## src/rtl/axi2apb_arb_pkg.sv

```systemverilog
// axi2apb_arb_pkg: shared types and helpers for the AXI-to-APB push-side arbiter.
package axi2apb_arb_pkg;

  typedef enum logic {IDLE, LOCKED} state_t;

  function automatic int clog2_min1(input int n);
    int r;
    r = 0;
    for (int i = 0; i < 31; i++) if ((1 << i) < n) r = i + 1;
    return (r < 1) ? 1 : r;
  endfunction

endpackage

```

## src/rtl/axi2apb_fifo_arb_rr_pick.sv

```systemverilog
// rr_pick: first valid index at or after i_ptr, wrapping at N-1 (rotate, priority-encode, unrotate).
module rr_pick #(
  parameter int N  = 4,
  parameter int IW = 2
) (
  input  logic [N-1:0]  i_valid,
  input  logic [IW-1:0] i_ptr,
  output logic          o_any,
  output logic [IW-1:0] o_idx
);
  logic [N-1:0]  w_rot;
  logic [IW-1:0] w_off;
  logic [IW:0]   w_sum;
  always_comb begin
    w_rot = '0;
    for (int k = 0; k < N; k++) w_rot[k] = i_valid[(int'(i_ptr) + k) % N];
    w_off = '0;
    for (int k = N - 1; k >= 0; k--) if (w_rot[k]) w_off = IW'(k);
    w_sum = {1'b0, i_ptr} + {1'b0, w_off};
    o_any = |w_rot;
    o_idx = (int'(w_sum) >= N) ? IW'(int'(w_sum) - N) : w_sum[IW-1:0];
  end
endmodule

```

## src/rtl/axi2apb_fifo_arb.sv

```systemverilog
// axi2apb_fifo_arb: round-robin arbiter sharing one command FIFO push port between NUM_REQ requesters,
// keeping multi-word transfers contiguous by locking the grant until the last word.
module axi2apb_fifo_arb
  import axi2apb_arb_pkg::*;
#(
  parameter  int NUM_REQ   = 4,
  parameter  int WIDTH     = 8,
  localparam int ID_BITS   = clog2_min1(NUM_REQ),
  localparam int OUT_WIDTH = ID_BITS + WIDTH
) (
  input  logic                     clk,
  input  logic                     rstn,
  input  logic [NUM_REQ-1:0]       req_valid,
  input  logic [NUM_REQ-1:0]       req_last,
  input  logic [NUM_REQ*WIDTH-1:0] req_data,
  output logic [NUM_REQ-1:0]       req_ready,
  output logic                     fifo_push,
  output logic [OUT_WIDTH-1:0]     fifo_din,
  input  logic                     fifo_full,
  output logic [ID_BITS-1:0]       grant_id,
  output logic                     locked
);
  state_t             r_state, w_state_nxt;
  logic [ID_BITS-1:0] r_rr_ptr, r_lock_id, r_grant_id;
  logic [ID_BITS-1:0] w_rr_nxt, w_lock_nxt, w_gid_nxt, w_pick, w_g;
  logic               w_any, w_gnt, w_rdy;

  rr_pick #(.N(NUM_REQ), .IW(ID_BITS)) u_pick (
    .i_valid (req_valid),
    .i_ptr   (r_rr_ptr),
    .o_any   (w_any),
    .o_idx   (w_pick)
  );

  // rstn gates ready so nothing is pushed while reset is held
  always_comb begin
    w_gnt       = (r_state == LOCKED) | w_any;
    w_g         = (r_state == LOCKED) ? r_lock_id : w_pick;
    w_rdy       = rstn & w_gnt & ~fifo_full;
    req_ready   = w_rdy ? (NUM_REQ'(1) << w_g) : '0;
    fifo_push   = w_rdy & req_valid[w_g];
    fifo_din    = {w_g, req_data[w_g*WIDTH +: WIDTH]};
    w_state_nxt = r_state;
    w_rr_nxt    = r_rr_ptr;
    w_lock_nxt  = r_lock_id;
    w_gid_nxt   = r_grant_id;
    if (fifo_push) begin
      w_gid_nxt   = w_g;
      w_state_nxt = req_last[w_g] ? IDLE : LOCKED;
      w_rr_nxt    = req_last[w_g] ? ((w_g == ID_BITS'(NUM_REQ - 1)) ? '0 : w_g + 1'b1) : r_rr_ptr;
      w_lock_nxt  = req_last[w_g] ? r_lock_id : w_g;
    end
  end

  always_ff @(posedge clk or negedge rstn) begin
    if (!rstn) begin
      r_state    <= IDLE;
      r_rr_ptr   <= '0;
      r_lock_id  <= '0;
      r_grant_id <= '0;
    end else begin
      r_state    <= w_state_nxt;
      r_rr_ptr   <= w_rr_nxt;
      r_lock_id  <= w_lock_nxt;
      r_grant_id <= w_gid_nxt;
    end
  end

  assign grant_id = r_grant_id;
  assign locked   = (r_state == LOCKED);
endmodule

```

## config.mk

```make
export PLATFORM = sky130hd
export DESIGN_NAME = axi2apb_fifo_arb
export DESIGN_NICKNAME = d
export VERILOG_FILES = /design/src/rtl/axi2apb_arb_pkg.sv /design/src/rtl/axi2apb_fifo_arb_rr_pick.sv /design/src/rtl/axi2apb_fifo_arb.sv
export SDC_FILE = /design/constraint.sdc
export NUM_CORES = 1
export LEC_CHECK = 0
export ABC_AREA = 1
export CAP_MARGIN = 30
export CORE_ASPECT_RATIO = 1.5
export CORE_MARGIN = 3
export CORE_UTILIZATION = 30
export CTS_CLUSTER_SIZE = 12
export DETAILED_ROUTE_END_ITERATION = 10
export PLACE_DENSITY_LB_ADDON = 0.3
export SLEW_MARGIN = 20
export SYNTH_ARGS = -nofsm -noshare
export SYNTH_HDL_FRONTEND = slang
export SYNTH_SLANG_ARGS = --single-unit
```

## constraint.sdc

```tcl
create_clock -name clk -period 4.8 [get_ports clk]
set_clock_uncertainty 0.2 [all_clocks]
set_input_delay 1.44 -clock clk [delete_from_list [all_inputs] [get_ports clk]]
set_output_delay 1.44 -clock clk [all_outputs]
set_load 0.03 [all_outputs]
```

Word-level counts from Yosys, hierarchy flattened
Cells that the tools add are included.
- $lt $le $gt $ge: 6
- eq/ne operators: 1
- multiplexer cells: 24
- shifts and indexed selects: 2
- reductions and logical operators: 6
- add/sub/neg operators: 6
- bitwise operators: 9
- operator list (kind ; number):
    indexed part select 32 x 6 -> 8 bit ; 1
    two-way mux 2 bit ; 7
    binary-select mux 1 bit (select 2 bit) ; 6
    < comparator 3 x 4 -> 1 bit, second input constant ; 3
    two-way mux 1 bit ; 10
    < comparator 2 x 3 -> 1 bit, second input constant ; 2
    OR reduction 2 bit ; 3
    adder 2 x 1 -> 2 bit, second input constant ; 2
    adder 2 bit, second input constant ; 2
    two-way mux 4 bit ; 1
    AND reduction 2 bit ; 2
    OR reduction 4 bit ; 1
    left shift 1 x 2 -> 4 bit, first input constant ; 1
    adder 2 x 2 -> 3 bit ; 1
    AND 1 bit ; 3
    AND 1 bit, first input constant ; 3
    >= comparator 3 bit, second input constant ; 1
    equality test 2 bit, second input constant ; 1
    NOT 1 bit ; 2
    subtractor 2 x 1 -> 2 bit, second input constant ; 1
    OR 1 bit ; 1
- flip-flop bits (word level): 7
- logic and storage cells: 58

Logic depth before layout (Yosys ltp)
Gate-level depths: netlist of the first run.
- depth in word-level cells: 18
- depth in mapped cells: 20

Cells and area by module
From an unflattened synthesis of the first run, not the netlist that was laid out.
- cells, all modules: 184
- area total of the unflattened synthesis: 1036.0 um^2
- modules (own cells, without submodules) (module ; instances ; area each (um^2) ; cells an instance):
    axi2apb_fifo_arb ; 1 ; 777.0 ; 128
    rr_pick ; 1 ; 259.0 ; 56

Worst setup path after synthesis of the first run
OpenSTA, ideal clock, no wires.
- path type: input -> output
- start point: in req_valid[0]
- end point: out req_ready[3]
- data arrival time: 3.613 ns
- cell stages on the path: 13
- setup slack: -0.453 ns
- path through: inv_1 -> nand2_1 -> nand2_1 -> nand2_1 -> a31oi_1 -> nor2_1 -> ha_1 -> nand2_1 -> nand2_1 -> clkbuf_1 -> ha_1 -> inv_1 -> nor2_1
- cells in the longest elaborated chain, start to end: 13
- RTL lines (item ; line ; RTL):
    start, declared ; axi2apb_fifo_arb.sv:13 ; input logic [NUM_REQ-1:0] req_valid,
    binary-select mux 1 bit (select 2 bit) ; axi2apb_fifo_arb_rr_pick.sv:16 ; for (int k = 0; k < N; k++) w_rot[k] = i_valid[(int'(i_ptr) + k) % N];
    two-way mux 1 bit (not written as such) (2 in a row) ; axi2apb_fifo_arb_rr_pick.sv:16 ;
    two-way mux 2 bit (3 in a row) ; axi2apb_fifo_arb_rr_pick.sv:18 ; for (int k = N - 1; k >= 0; k--) if (w_rot[k]) w_off = IW'(k);
    two-way mux 2 bit * ; axi2apb_fifo_arb_rr_pick.sv:18 ;
    adder 2 x 2 -> 3 bit * ; axi2apb_fifo_arb_rr_pick.sv:19 ; w_sum = {1'b0, i_ptr} + {1'b0, w_off};
    >= comparator 3 bit / subtractor 2 x 1 -> 2 bit (equally long branches) ; axi2apb_fifo_arb_rr_pick.sv:21 ; o_idx = (int'(w_sum) >= N) ? IW'(int'(w_sum) - N) : w_sum[IW-1:0];
    two-way mux 2 bit * ; axi2apb_fifo_arb_rr_pick.sv:21 ;
    two-way mux 2 bit * ; axi2apb_fifo_arb.sv:38 ; w_g = (r_state == LOCKED) ? r_lock_id : w_pick;
    named net fifo_din[8] ; axi2apb_fifo_arb.sv:18 ; output logic [OUT_WIDTH-1:0] fifo_din,
    left shift 1 x 2 -> 4 bit * ; axi2apb_fifo_arb.sv:40 ; req_ready = w_rdy ? (NUM_REQ'(1) << w_g) : '0;
    two-way mux 4 bit * ; axi2apb_fifo_arb.sv:40 ;
    end, declared ; axi2apb_fifo_arb.sv:16 ; output logic [NUM_REQ-1:0] req_ready,
Mark *: on every way through the listed nets, which the timed path passes. The rest lies on a longest branch. The select of a mux whose other input is x is not followed.

Worst setup path after layout of the first run
- start point: in req_valid[1]
- end point: out fifo_din[1]
- cells in the longest elaborated chain, start to end: 12
- RTL lines (item ; line ; RTL):
    binary-select mux 1 bit (select 2 bit) ; axi2apb_fifo_arb_rr_pick.sv:16 ;
    two-way mux 1 bit (not written as such) (2 in a row) ; axi2apb_fifo_arb_rr_pick.sv:16 ;
    two-way mux 2 bit (3 in a row) ; axi2apb_fifo_arb_rr_pick.sv:18 ;
    two-way mux 2 bit * ; axi2apb_fifo_arb_rr_pick.sv:18 ;
    adder 2 x 2 -> 3 bit * ; axi2apb_fifo_arb_rr_pick.sv:19 ;
    >= comparator 3 bit / subtractor 2 x 1 -> 2 bit (equally long branches) ; axi2apb_fifo_arb_rr_pick.sv:21 ;
    two-way mux 2 bit * ; axi2apb_fifo_arb_rr_pick.sv:21 ;
    two-way mux 2 bit * ; axi2apb_fifo_arb.sv:38 ;
    indexed part select 32 x 6 -> 8 bit * ; axi2apb_fifo_arb.sv:42 ; fifo_din = {w_g, req_data[w_g*WIDTH +: WIDTH]};
    end, declared ; axi2apb_fifo_arb.sv:18 ;
Every way passes the cells marked *; elsewhere a longest branch is shown, timed or not. The select of a mux whose other input is x is not followed.

==> flow_metrics.env, run 1 <==
export IMPL_grt_pass1_vias=1369
export IMPL_vias_per_cell=4.60
export IMPL_synth_area_per_cell_um2=5.68
export IMPL_rr_worst_depth=19
export IMPL_status="finished with violations"
export IMPL_rsz0062_at_grt="yes"
export IMPL_postLayoutCoreUtil_pct=66.1
export IMPL_end_kind="output port"
export IMPL_yosys_area_top_type_share_pct=37.2
export IMPL_syn_num_nets=227
export IMPL_finalCritPeriodShare_pct=103
export IMPL_core_mm2=0.00322
export IMPL_syn_cell_area_mm2=0.00103
export IMPL_antennaDiodeCount=0
export IMPL_final_antenna_net_count=0
export IMPL_netlist_top_cells_area="nand2_1 37%, dfrtp_1 17%, nand3_1 6.8%"
export IMPL_die_w_um=53.8
export IMPL_required_ps=3160
export IMPL_antenna_found_initial=0
export IMPL_clk_latency_ps=220
export IMPL_cts_root_buffer="clkbuf_8"
export IMPL_die_height_um=77.7
export IMPL_violations="setup timing"
export IMPL_yosysSeqAreaShare_pct=17.0
export IMPL_reg2reg_to="r_rr_ptr[0]$_DFFE_PN0P_"
export IMPL_track_usage_pct=17.6
export IMPL_dr_pass1_iters=4
export IMPL_max_slew_margin_pct=59.5
export IMPL_drc=0
export IMPL_areaGrowthSynthToFinish_pct=107
export IMPL_yosysTopAreaCell="nand2_1"
export IMPL_tritoncts="done"
export IMPL_placedCellCount=300
export IMPL_synth_cells=181
export IMPL_cts_made_buffers=3
export IMPL_whs_ps=291
export IMPL_grt_max_degree=12
export IMPL_grt_pass1_wl_um=5630
export IMPL_fmax_ghz=0.202
export IMPL_totalWireLength_um=3420
export IMPL_nNetsFinal=319
export IMPL_numPortBuffers=60
export IMPL_finalHoldViolations=0
export IMPL_worstPathArrival_ps=3310
export IMPL_rows=25
export IMPL_worst_pin_slew_ps=608
export IMPL_ys_warn_count=0
export IMPL_synth_seq_cells=7
export IMPL_fin_ws_ps=-147
export IMPL_globalRouteOverflowTotal=0
export IMPL_cts_sinks=7
export IMPL_io_pins=61
export IMPL_yosysUniqueCellTypes=29
export IMPL_drt_iter0_drc=16
export IMPL_cap_viol_max_count=0
export IMPL_worstSetupStartpointType="input pin"
export IMPL_slew_viol_final=0
export IMPL_die_area_mm2=0.00418
export IMPL_holdCritPathClass="reg2reg"
export IMPL_htree_levels=1
export IMPL_final_cell_count_no_fill=312
export IMPL_routabilityCongestion=0.778
export IMPL_period_minus_slack_ps=4950
export IMPL_r2r_start="r_rr_ptr[0]$_DFFE_PN0P_"
export IMPL_cts_hold_buf=0
export IMPL_num_vias=1435
export IMPL_drive_above_1_share_pct=38.6
export IMPL_pre_cts_ws_ps=-681
export IMPL_dp_hpwl_um=2640
export IMPL_fillerInstances=279
export IMPL_start_util_pct=31.9
export IMPL_hold_path_endpoint="r_lock_id[0]$_DFFE_PN0P_"
export IMPL_hp_start="r_lock_id[0]$_DFFE_PN0P_"
export IMPL_hold_depth=2
export IMPL_crit_type="in2out"
export IMPL_setup_viol=11
export IMPL_clock_path_buffers=2
export IMPL_rrSetupSlack_ps=1640
export IMPL_path_max_fanout=8
export IMPL_wl_per_cell_um=11.0
export IMPL_clk_pin_slew_ps=40
## logic make-up after synthesis
kind of cell,share of synthesized area [%]
xor+xnor,0.852
flops,17.0
compound gates,2.56
mux,1.95
buf+inv,9.24
fa+ha+maj,3.65
simple gates,64.7
## worst max-delay path, cell delays in order
cell,delay (ps)
buf_8,80
clkinv_4,50
nand2_4,50
nand2_1,60
nand2_1,70
nand2_2,60
a31oi_1,170
nor2_1,60
ha_2,180
xor2_2,150
inv_1,80
nand2_2,70
nand3_4,120
nand2_4,100
nor2_4,240
nand2_1,100
nand3_2,90
buf_6,130
## metrics by stage
| stage | setup TNS [ps] | area [um^2] |
|---|---|---|
| 2_1_floorplan | 0 | 1070 |
| 3_3_place_gp | -9050 | 1820 |
| 3_5_place_dp | -8630 | 1820 |
| 4_1_cts | -1210 | 2010 |
| 5_1_grt | -3050 | 2130 |
| 6_report | -1100 | 2130 |
## layout make-up
class                           instances  area, um^2  area share (%)
Sequential cell                         7         175            8.23
Inverter                               15        73.8            3.47
Multi-Input combinational cell        155         932            43.8
Clock buffer                            4        45.0            2.12
Tap cell                               40        50.0            2.35
Timing Repair Buffer                   91         853            40.1
## placed cells by master (no fill, tap or decap), types with 2 or more instances in the layout
cell and n:
buf_4 33, nand2_1 95, dfrtp_1 7, mux2i_1 2
nor2_4 5, clkdlybuf4s50_1 41, inv_4 2, nor3_4 2
o21ai_1 2, nand3_1 5, nand3_2 11, clkbuf_8 3
ha_4 2, nand4_1 4, inv_2 6, inv_1 5
nand2_2 9, nand2_4 7, buf_6 16, o21ai_0 2
## sequential cells by signal (all words and copies together) (netlist names)
name,cells
locked,1
r_rr_ptr,2
r_lock_id,2
grant_id,2
## repair_timing
item	in CTS	in global routing
pin swaps	26	15
setup endpoints to repair	15	14
setup buffers	0	7
gates resized for setup	57	17
cloned	1	0
## worst max-delay path by stage
stage / from / endpoint / slack (ps)
floorplan: req_valid[0] / req_ready[0] / 10
global placement: req_valid[1] / fifo_din[2] / -720
detailed placement: req_valid[1] / fifo_din[3] / -680
CTS: req_valid[1] / fifo_din[6] / -120
global route: req_valid[0] / fifo_din[1] / -310
finish: req_valid[1] / fifo_din[1] / -150
## layer usage
metal,GRT usage (%),wire length [um],up-vias
met2,31.9,1960,45
met4,6.14,25,0
met1,19.5,1270,639
met5,0,0,-
met3,2.88,167,2
li1,-,-,749
## cell usage after synthesis
cell / instances
a31oi_1: 1
buf_1: 1
buf_2: 1
buf_4: 1
buf_6: 1
clkbuf_1: 1
dfrtp_1: 7
ha_1: 3
inv_1: 11
inv_2: 3
inv_8: 1
mux2i_1: 2
nand2_1: 102
nand2_2: 5
nand2_4: 4
nand3_1: 14
nand3_2: 2
nand3_4: 1
nand4_1: 4
nor2_1: 3
nor2_2: 2
nor2_4: 1
nor3_1: 2
nor3_4: 1
nor4_1: 1
o21ai_0: 2
o21ai_1: 2
or2_2: 1
xor2_1: 1
Power of run 1 is not shown: default switching activity piles up to over one toggle a cycle in this logic, so the estimate is an artifact.
==> run 2: changes to the inputs <==
--- a/config.mk
+++ b/config.mk
@@ -13,7 +13,7 @@
 export CTS_CLUSTER_SIZE = 12
 export DETAILED_ROUTE_END_ITERATION = 10
 export PLACE_DENSITY_LB_ADDON = 0.3
-export SLEW_MARGIN = 20
+export SLEW_MARGIN = 15
 export SYNTH_ARGS = -nofsm -noshare
 export SYNTH_HDL_FRONTEND = slang
 export SYNTH_SLANG_ARGS = --single-unit
==> results of run 2 <==
No change in the layout: final DEF, timing and power equal those of run 1.
Power of run 2 is left out for the same reason.
